<file path="src/rtl/key_event_pkg.sv">
// Shared types for the key event controller: event codes and per-key FSM states.
package key_event_pkg;

    typedef enum logic [1:0] {
        EVT_PRESS   = 2'd0,
        EVT_RELEASE = 2'd1,
        EVT_HOLD    = 2'd2,
        EVT_REPEAT  = 2'd3
    } evt_code_t;

    typedef enum logic [1:0] {
        ST_IDLE    = 2'd0,
        ST_PRESSED = 2'd1,
        ST_HELD    = 2'd2
    } key_state_t;

endpackage

</file>
<file path="src/rtl/key_event_ctrl_if.sv">
// Event output channel of key_event_ctrl: valid/ready head plus the drop pulse.
interface key_event_ctrl_if #(
    parameter int KEY_WIDTH = 2
);
    logic                 evt_valid;
    logic                 evt_ready;
    logic [KEY_WIDTH-1:0] evt_key;
    logic [1:0]           evt_code;
    logic                 dropped;

    modport master (
        output evt_valid,
        output evt_key,
        output evt_code,
        output dropped,
        input  evt_ready
    );

    modport slave (
        input  evt_valid,
        input  evt_key,
        input  evt_code,
        input  dropped,
        output evt_ready
    );
endinterface

</file>
<file path="src/rtl/key_event_fifo.sv">
// First-word-fall-through FIFO; the head stays on pop_data while empty until overwritten.
module key_event_fifo #(
    parameter int WIDTH = 4,
    parameter int DEPTH = 4
) (
    input  logic             clk,
    input  logic             reset,
    input  logic             push,
    input  logic [WIDTH-1:0] push_data,
    output logic             full,
    input  logic             pop,
    output logic [WIDTH-1:0] pop_data,
    output logic             empty
);
    localparam int AW = $clog2(DEPTH);

    logic [AW:0]      wr_ptr;
    logic [AW:0]      rd_ptr;
    logic [WIDTH-1:0] mem [DEPTH];
    logic             do_push;
    logic             do_pop;

    // Extra pointer bit separates full (bits differ) from empty (bits equal).
    assign empty    = (wr_ptr == rd_ptr);
    assign full     = (wr_ptr[AW] != rd_ptr[AW]) && (wr_ptr[AW-1:0] == rd_ptr[AW-1:0]);
    assign do_push  = push && !full;
    assign do_pop   = pop && !empty;
    assign pop_data = mem[rd_ptr[AW-1:0]];

    always_ff @(posedge clk or posedge reset) begin
        if (reset) begin
            wr_ptr <= '0;
            rd_ptr <= '0;
            for (int unsigned i = 0; i < DEPTH; i++) begin
                mem[i] <= '0;
            end
        end else begin
            if (do_push) begin
                mem[wr_ptr[AW-1:0]] <= push_data;
                wr_ptr              <= wr_ptr + 1'b1;
            end
            if (do_pop) begin
                rd_ptr <= rd_ptr + 1'b1;
            end
        end
    end

endmodule

</file>
<file path="src/rtl/key_event_ctrl.sv">
// Turns debounced key levels into PRESS/RELEASE/HOLD/REPEAT events, arbitrated
// round-robin from per-key pending slots into a FWFT event FIFO.
module key_event_ctrl
    import key_event_pkg::*;
#(
    parameter int NUM_KEYS      = 4,
    parameter int KEY_WIDTH     = 2,
    parameter int HOLD_CYCLES   = 25000000,
    parameter int REPEAT_CYCLES = 5000000,
    parameter int TIMER_WIDTH   = 25,
    parameter int FIFO_DEPTH    = 4
) (
    input  logic                clk,
    input  logic                reset,
    input  logic [NUM_KEYS-1:0] keys_in,
    key_event_ctrl_if.master    evt_if
);
    logic [NUM_KEYS-1:0]      keys_prev;
    logic [NUM_KEYS-1:0]      rise;
    logic [NUM_KEYS-1:0]      fall;
    logic [NUM_KEYS-1:0]      slot_valid;
    logic [NUM_KEYS-1:0][1:0] slot_code;
    logic [NUM_KEYS-1:0]      grant_vec;
    logic [NUM_KEYS-1:0]      drop_vec;
    logic                     grant_any;
    logic [KEY_WIDTH-1:0]     grant_idx;
    logic [KEY_WIDTH-1:0]     rr_ptr;
    logic                     dropped_q;
    logic                     fifo_full;
    logic                     fifo_empty;
    logic [KEY_WIDTH+1:0]     head_data;

    assign rise = keys_in & ~keys_prev;
    assign fall = ~keys_in & keys_prev;

    for (genvar k = 0; k < NUM_KEYS; k++) begin : g_key
        key_state_t             state;
        logic [TIMER_WIDTH-1:0] timer;
        logic                   gen;
        evt_code_t              gen_code;
        logic                   pend_valid;
        evt_code_t              pend_code;
        logic                   hold_hit;
        logic                   rep_hit;

        assign hold_hit = (timer == TIMER_WIDTH'(HOLD_CYCLES - 1));
        assign rep_hit  = (timer == TIMER_WIDTH'(REPEAT_CYCLES - 1));

        // Release wins over a timer expiry landing in the same cycle.
        always_comb begin
            gen      = 1'b0;
            gen_code = EVT_PRESS;
            unique case (state)
                ST_IDLE: begin
                    if (rise[k]) begin
                        gen      = 1'b1;
                        gen_code = EVT_PRESS;
                    end
                end
                ST_PRESSED: begin
                    if (fall[k]) begin
                        gen      = 1'b1;
                        gen_code = EVT_RELEASE;
                    end else if (hold_hit) begin
                        gen      = 1'b1;
                        gen_code = EVT_HOLD;
                    end
                end
                ST_HELD: begin
                    if (fall[k]) begin
                        gen      = 1'b1;
                        gen_code = EVT_RELEASE;
                    end else if (rep_hit) begin
                        gen      = 1'b1;
                        gen_code = EVT_REPEAT;
                    end
                end
                default: ;
            endcase
        end

        always_ff @(posedge clk or posedge reset) begin
            if (reset) begin
                state      <= ST_IDLE;
                timer      <= '0;
                pend_valid <= 1'b0;
                pend_code  <= EVT_PRESS;
            end else begin
                unique case (state)
                    ST_IDLE: begin
                        timer <= '0;
                        if (rise[k]) state <= ST_PRESSED;
                    end
                    ST_PRESSED: begin
                        if (fall[k]) begin
                            state <= ST_IDLE;
                            timer <= '0;
                        end else if (hold_hit) begin
                            state <= ST_HELD;
                            timer <= '0;
                        end else begin
                            timer <= timer + 1'b1;
                        end
                    end
                    ST_HELD: begin
                        if (fall[k]) begin
                            state <= ST_IDLE;
                            timer <= '0;
                        end else if (rep_hit) begin
                            timer <= '0;
                        end else begin
                            timer <= timer + 1'b1;
                        end
                    end
                    default: begin
                        state <= ST_IDLE;
                        timer <= '0;
                    end
                endcase

                if (gen) begin
                    pend_valid <= 1'b1;
                    pend_code  <= gen_code;
                end else if (grant_vec[k]) begin
                    pend_valid <= 1'b0;
                end
            end
        end

        assign slot_valid[k] = pend_valid;
        assign slot_code[k]  = pend_code;
        assign grant_vec[k]  = grant_any && (grant_idx == KEY_WIDTH'(k));
        assign drop_vec[k]   = gen && pend_valid && !grant_vec[k];
    end

    // Search begins at rr_ptr; the full flag comes from registered pointers only.
    always_comb begin
        grant_any = 1'b0;
        grant_idx = '0;
        for (int unsigned i = 0; i < NUM_KEYS; i++) begin
            int unsigned idx;
            idx = (32'(rr_ptr) + i) % NUM_KEYS;
            if (!grant_any && !fifo_full && slot_valid[idx[KEY_WIDTH-1:0]]) begin
                grant_any = 1'b1;
                grant_idx = idx[KEY_WIDTH-1:0];
            end
        end
    end

    always_ff @(posedge clk or posedge reset) begin
        if (reset) begin
            keys_prev <= '0;
            rr_ptr    <= '0;
            dropped_q <= 1'b0;
        end else begin
            keys_prev <= keys_in;
            dropped_q <= |drop_vec;
            if (grant_any) begin
                rr_ptr <= (int'(grant_idx) == NUM_KEYS - 1) ? '0 : grant_idx + 1'b1;
            end
        end
    end

    key_event_fifo #(
        .WIDTH(KEY_WIDTH + 2),
        .DEPTH(FIFO_DEPTH)
    ) u_fifo (
        .clk      (clk),
        .reset    (reset),
        .push     (grant_any),
        .push_data({grant_idx, slot_code[grant_idx]}),
        .full     (fifo_full),
        .pop      (evt_if.evt_valid && evt_if.evt_ready),
        .pop_data (head_data),
        .empty    (fifo_empty)
    );

    assign evt_if.evt_valid = !fifo_empty;
    assign evt_if.evt_key   = head_data[KEY_WIDTH+1:2];
    assign evt_if.evt_code  = head_data[1:0];
    assign evt_if.dropped   = dropped_q;

endmodule

</file>
<file path="src/flat_wrapper.sv">
// flat-port wrapper written by rule: the top's interface ports become plain ports
module key_event_ctrl_flat import key_event_pkg::*;
#(
    parameter int NUM_KEYS      = 4,
    parameter int KEY_WIDTH     = 2,
    parameter int HOLD_CYCLES   = 25000000,
    parameter int REPEAT_CYCLES = 5000000,
    parameter int TIMER_WIDTH   = 25,
    parameter int FIFO_DEPTH    = 4
)
  (clk, reset, keys_in, evt_if_evt_valid, evt_if_evt_key, evt_if_evt_code, evt_if_dropped, evt_if_evt_ready);
  key_event_ctrl_if #(.KEY_WIDTH(KEY_WIDTH)) evt_if_i ();
  input  logic clk;
  input  logic reset;
  input  logic [NUM_KEYS-1:0] keys_in;
  output wire logic [$bits(evt_if_i.evt_valid)-1:0] evt_if_evt_valid;
  output wire logic [$bits(evt_if_i.evt_key)-1:0] evt_if_evt_key;
  output wire logic [$bits(evt_if_i.evt_code)-1:0] evt_if_evt_code;
  output wire logic [$bits(evt_if_i.dropped)-1:0] evt_if_dropped;
  input wire logic [$bits(evt_if_i.evt_ready)-1:0] evt_if_evt_ready;
  assign evt_if_evt_valid = evt_if_i.evt_valid;
  assign evt_if_evt_key = evt_if_i.evt_key;
  assign evt_if_evt_code = evt_if_i.evt_code;
  assign evt_if_dropped = evt_if_i.dropped;
  assign evt_if_i.evt_ready = evt_if_evt_ready;
  key_event_ctrl #(.NUM_KEYS(NUM_KEYS), .KEY_WIDTH(KEY_WIDTH), .HOLD_CYCLES(HOLD_CYCLES), .REPEAT_CYCLES(REPEAT_CYCLES), .TIMER_WIDTH(TIMER_WIDTH), .FIFO_DEPTH(FIFO_DEPTH)) u_core (.clk(clk), .reset(reset), .keys_in(keys_in), .evt_if(evt_if_i));
endmodule
</file>
<file path="config.mk">
export PLATFORM = sky130hd
export DESIGN_NAME = key_event_ctrl_flat
export DESIGN_NICKNAME = d
export VERILOG_FILES = /design/src/rtl/key_event_pkg.sv /design/src/rtl/key_event_ctrl_if.sv /design/src/rtl/key_event_fifo.sv /design/src/rtl/key_event_ctrl.sv /design/src/flat_wrapper.sv
export SDC_FILE = /design/constraint.sdc
export NUM_CORES = 1
export LEC_CHECK = 0
export ABC_AREA = 1
export BUFFER_PORTS_ARGS = -buffer_cell sky130_fd_sc_hd__buf_4
export CAP_MARGIN = 20
export CORE_MARGIN = 2
export CORE_UTILIZATION = 45
export CTS_CLUSTER_DIAMETER = 150
export DETAILED_ROUTE_END_ITERATION = 10
export HOLD_SLACK_MARGIN = 0.03
export PLACE_DENSITY = 0.65
export REMOVE_ABC_BUFFERS = 1
export SYNTH_ARGS = -nofsm -noshare
export SYNTH_HDL_FRONTEND = slang
export SYNTH_HIERARCHICAL = 1
export SYNTH_SLANG_ARGS = --single-unit
</file>
<file path="constraint.sdc">
create_clock -name clk -period 5.4 [get_ports clk]
set_input_delay 1.08 -clock clk [delete_from_list [all_inputs] [get_ports clk]]
set_output_delay 1.08 -clock clk [all_outputs]
set_load 0.05 [all_outputs]
</file>
==> run summary <==
Drt wl/cell - 12.5 um
Worst slew pin tran - 0.828 ns
Layout cells sized above 1 - 9.41%
CTS root buf - clkbuf_16
Antenna fix cells - 0
Core Footprint - 0.0197 mm^2
Crit path max fanout - 12
Slew HR - 44.8%
Worst path cell trace - inv_1 -> o21ai_0 -> o22ai_1 -> buf_4
Hold Crit Class - reg -> reg
Total grt overflow - 0
CTS Buf Count - 17
RSZ-0062 raised after global routing - no
Total leakage power - 4.58 nW
Clock slew at reported path FFs - 0.06 ns
Synthesis-to-finish area growth - 10.5%
Synth Flop Type - dfrtp_1
Final Max Slew Viols - 0
Synthesized area - 0.00908 mm^2
WHS - 0.454 ns
Final Hold Viols - 0
Post-layout util - 51.0%
# IOs - 13
Endpoint type of the worst setup path - primary output
Crit path DAT - 1.80 ns
Max-cap violations - 0
# fillers - 1955
Post-Route Skew - 0.00847 ns
Clk Latency, worst-skew pair - 0.42 ns
Drt initial violations - 416
Tot GR Track Use - 18.6%
CP Class - reg -> out
Area of the multi-input gates - 0.00462 mm^2
Asr flop ratio synth - 100%
Router iterations before antenna repair - 5
First-pass GRT wire length - 33.4 mm
Die X - 146 um
Vias per cell - 5.02
Clock tree buffer depth - 2
Clk sink count - 149
# rows - 51
Largest net degree at the start of global routing - 83
Delay of the slowest critical-path stage - 0.58 ns
Routed Wire Length - 18.9 mm
Antenna-violating nets left - 0
Resized cells post-CTS - 0
Worst setup SP type - register
EDFF count, synth - 0
# Post-CTS Setup Buffers - 0
Setup TNS Final - 0 ns
Power Density - 473 mW/mm^2
Status - complete, no violations
Final Worst Setup Slack - 2.52 ns
Via count - 7581
# DRC - 0
Initial Utilization - 46.2%
# nets final - 1268
Port bufs - 12
CTS Hold Bufs - 0
Worst endpoint required time - 4.32 ns
Fmax - 347 MHz
Peak supply drop - 0.228 mV
DP HPWL - 13.5 mm
Reg area - 0.00373 mm^2
Slowest-stage cell, CP - dfrtp_1
Initial antenna violation count - 0
Die height - 146 um
Post-synthesis sequential area ratio - 41.1%
Avg Cell Area, Syn - 7.48 um^2
Library cells used by synthesis - 46
Register bit count reported by yosys - 149
H-tree Lvls - 4
Vias in the first global route - 7206
Placer Congestion - 0.858
Minimum clock period - 2.88 ns
Mapped Cells - 1214
CTS tree - yes
Final setup violation count - 0
Period utilization - 53.4%
Worst slack at placement - 2.79 ns
Die ar. - 0.0213 mm^2
Yosys warnings - 6
-- synth_stat cells (2+ instances only) --
master,count,area share [%]
buf_2,3,0.17
mux2_1,2,0.25
inv_2,8,0.33
nor3_4,4,0.72
o22ai_1,8,0.55
a21oi_1,11,0.61
nand3_1,81,4.5
dfrtp_1,149,41
nand2_2,20,1.4
nor3b_1,5,0.41
nand2_1,287,12
nor2_2,13,0.90
nand4_1,43,3.0
a211oi_1,5,0.41
buf_6,4,0.50
xor2_1,36,3.5
xnor2_1,11,1.1
inv_1,157,6.5
nor3_2,7,0.77
o21ai_0,41,2.3
nand2_4,2,0.25
nor2_4,2,0.25
o21ai_1,4,0.22
nor4_1,8,0.55
o211ai_1,3,0.25
nand3b_1,5,0.41
buf_4,5,0.41
nor3_1,33,1.8
clkbuf_1,2,0.083
nand3_2,8,0.88
o31ai_1,2,0.17
ha_1,29,4.0
nor2_1,203,8.4
-- critical path, delay by kind of cell (launching register included) --
family | cells | cell delay (ns)
compound gates | 2 | 0.37
flops | 1 | 0.58
buf+inv | 2 | 0.44
-- worst paths after layout --
kind | start | end | slack (ns) | cells past startpoint
max | u_core/u_fifo/rd_ptr[0]$_DFFE_PP0P_ | evt_if_evt_code[1] | 2.52 | 4
min reg2reg | u_core/g_key[1].timer[0]$_DFF_PP0_ | u_core/g_key[1].timer[0]$_DFF_PP0_ | 0.45 | 1
min in group asynchronous | reset | u_core/g_key[0].state[0]$_DFFE_PP0P_ | 0.79 | 2
max reg2reg | u_core/u_fifo/rd_ptr[0]$_DFFE_PP0P_ | u_core/evt_if.dropped$_DFF_PP0_ | 2.77 | 15
max in group asynchronous | reset | u_core/rr_ptr[1]$_DFFE_PP0N_ | 3.52 | 3
min | u_core/g_key[1].timer[0]$_DFF_PP0_ | u_core/g_key[1].timer[0]$_DFF_PP0_ | 0.45 | 1
-- cell usage in the layout (no fill, tap or decap), types with 7 or more instances in the layout --
cell type / count
nand2_1: 287
nor2_1: 203
inv_1: 156
dfrtp_1: 149
nand3_1: 81
nand4_1: 43
o21ai_0: 41
xor2_1: 36
nor3_1: 33
ha_1: 29
nand2_2: 20
clkbuf_16: 17
buf_4: 13
nor2_2: 13
xnor2_1: 11
a21oi_1: 11
inv_2: 8
nand3_2: 8
nor4_1: 8
o22ai_1: 8
nor3_2: 7
-- logic make-up after synthesis --
logic type / Yosys count / share of synthesized area, %
and+or+nand+nor: 726 / 36.7
buffers and inverters: 180 / 8.05
DFF: 149 / 41.1
AOI/OAI and AO/OA: 79 / 5.06
xor gates and xnor gates: 48 / 4.71
adders and majority gates: 29 / 4.00
muxes: 3 / 0.372
-- stage by stage --
step	instances	power [mW]	instance area [um^2]
3_3_place_gp	1478	3.46	9410
3_5_place_dp	1478	3.51	9410
2_1_floorplan	1200	3.01	8970
6_report	1509	4.74	10000
4_1_cts	1509	4.79	10000
5_1_grt	1509	5.13	10000
-- state kept, by name, summed over array words and instances (netlist names) --
name and count:
u_core/evt_if.dropped 1, u_core/g_key.pend_code 8, u_core/g_key.pend_valid 4, u_core/g_key.state 8
u_core/g_key.timer 100, u_core/keys_prev 4, u_core/rr_ptr 2, u_core/u_fifo/mem 16
u_core/u_fifo/rd_ptr 3, u_core/u_fifo/wr_ptr 3
-- power by group --
| part | internal (mW) | switching, mW | leakage (nW) | total (mW) |
|---|---|---|---|---|
| registers | 1.29 | 0.152 | 2.01 | 1.44 |
| clock network | 0.783 | 0.469 | 0.291 | 1.25 |
| logic | 0.628 | 1.42 | 2.28 | 2.05 |
| total | 2.70 | 2.04 | 4.58 | 4.74 |
-- metal layers --
metal	GRT usage [%]	wire [um]
met1	25.3	9280
met5	0	0
met2	30.3	8740
met4	5.53	238
met3	3.78	612
-- layout make-up --
class	instances	share of cell area (%)
timing repair buffer	13	0.973
multi-input combinational	885	46.1
tap	265	3.31
sequential	149	37.2
clock buffer	19	4.42
inverter	166	6.29
clock inverter	12	1.77
Note: power is estimated with default switching activity, not from simulation.
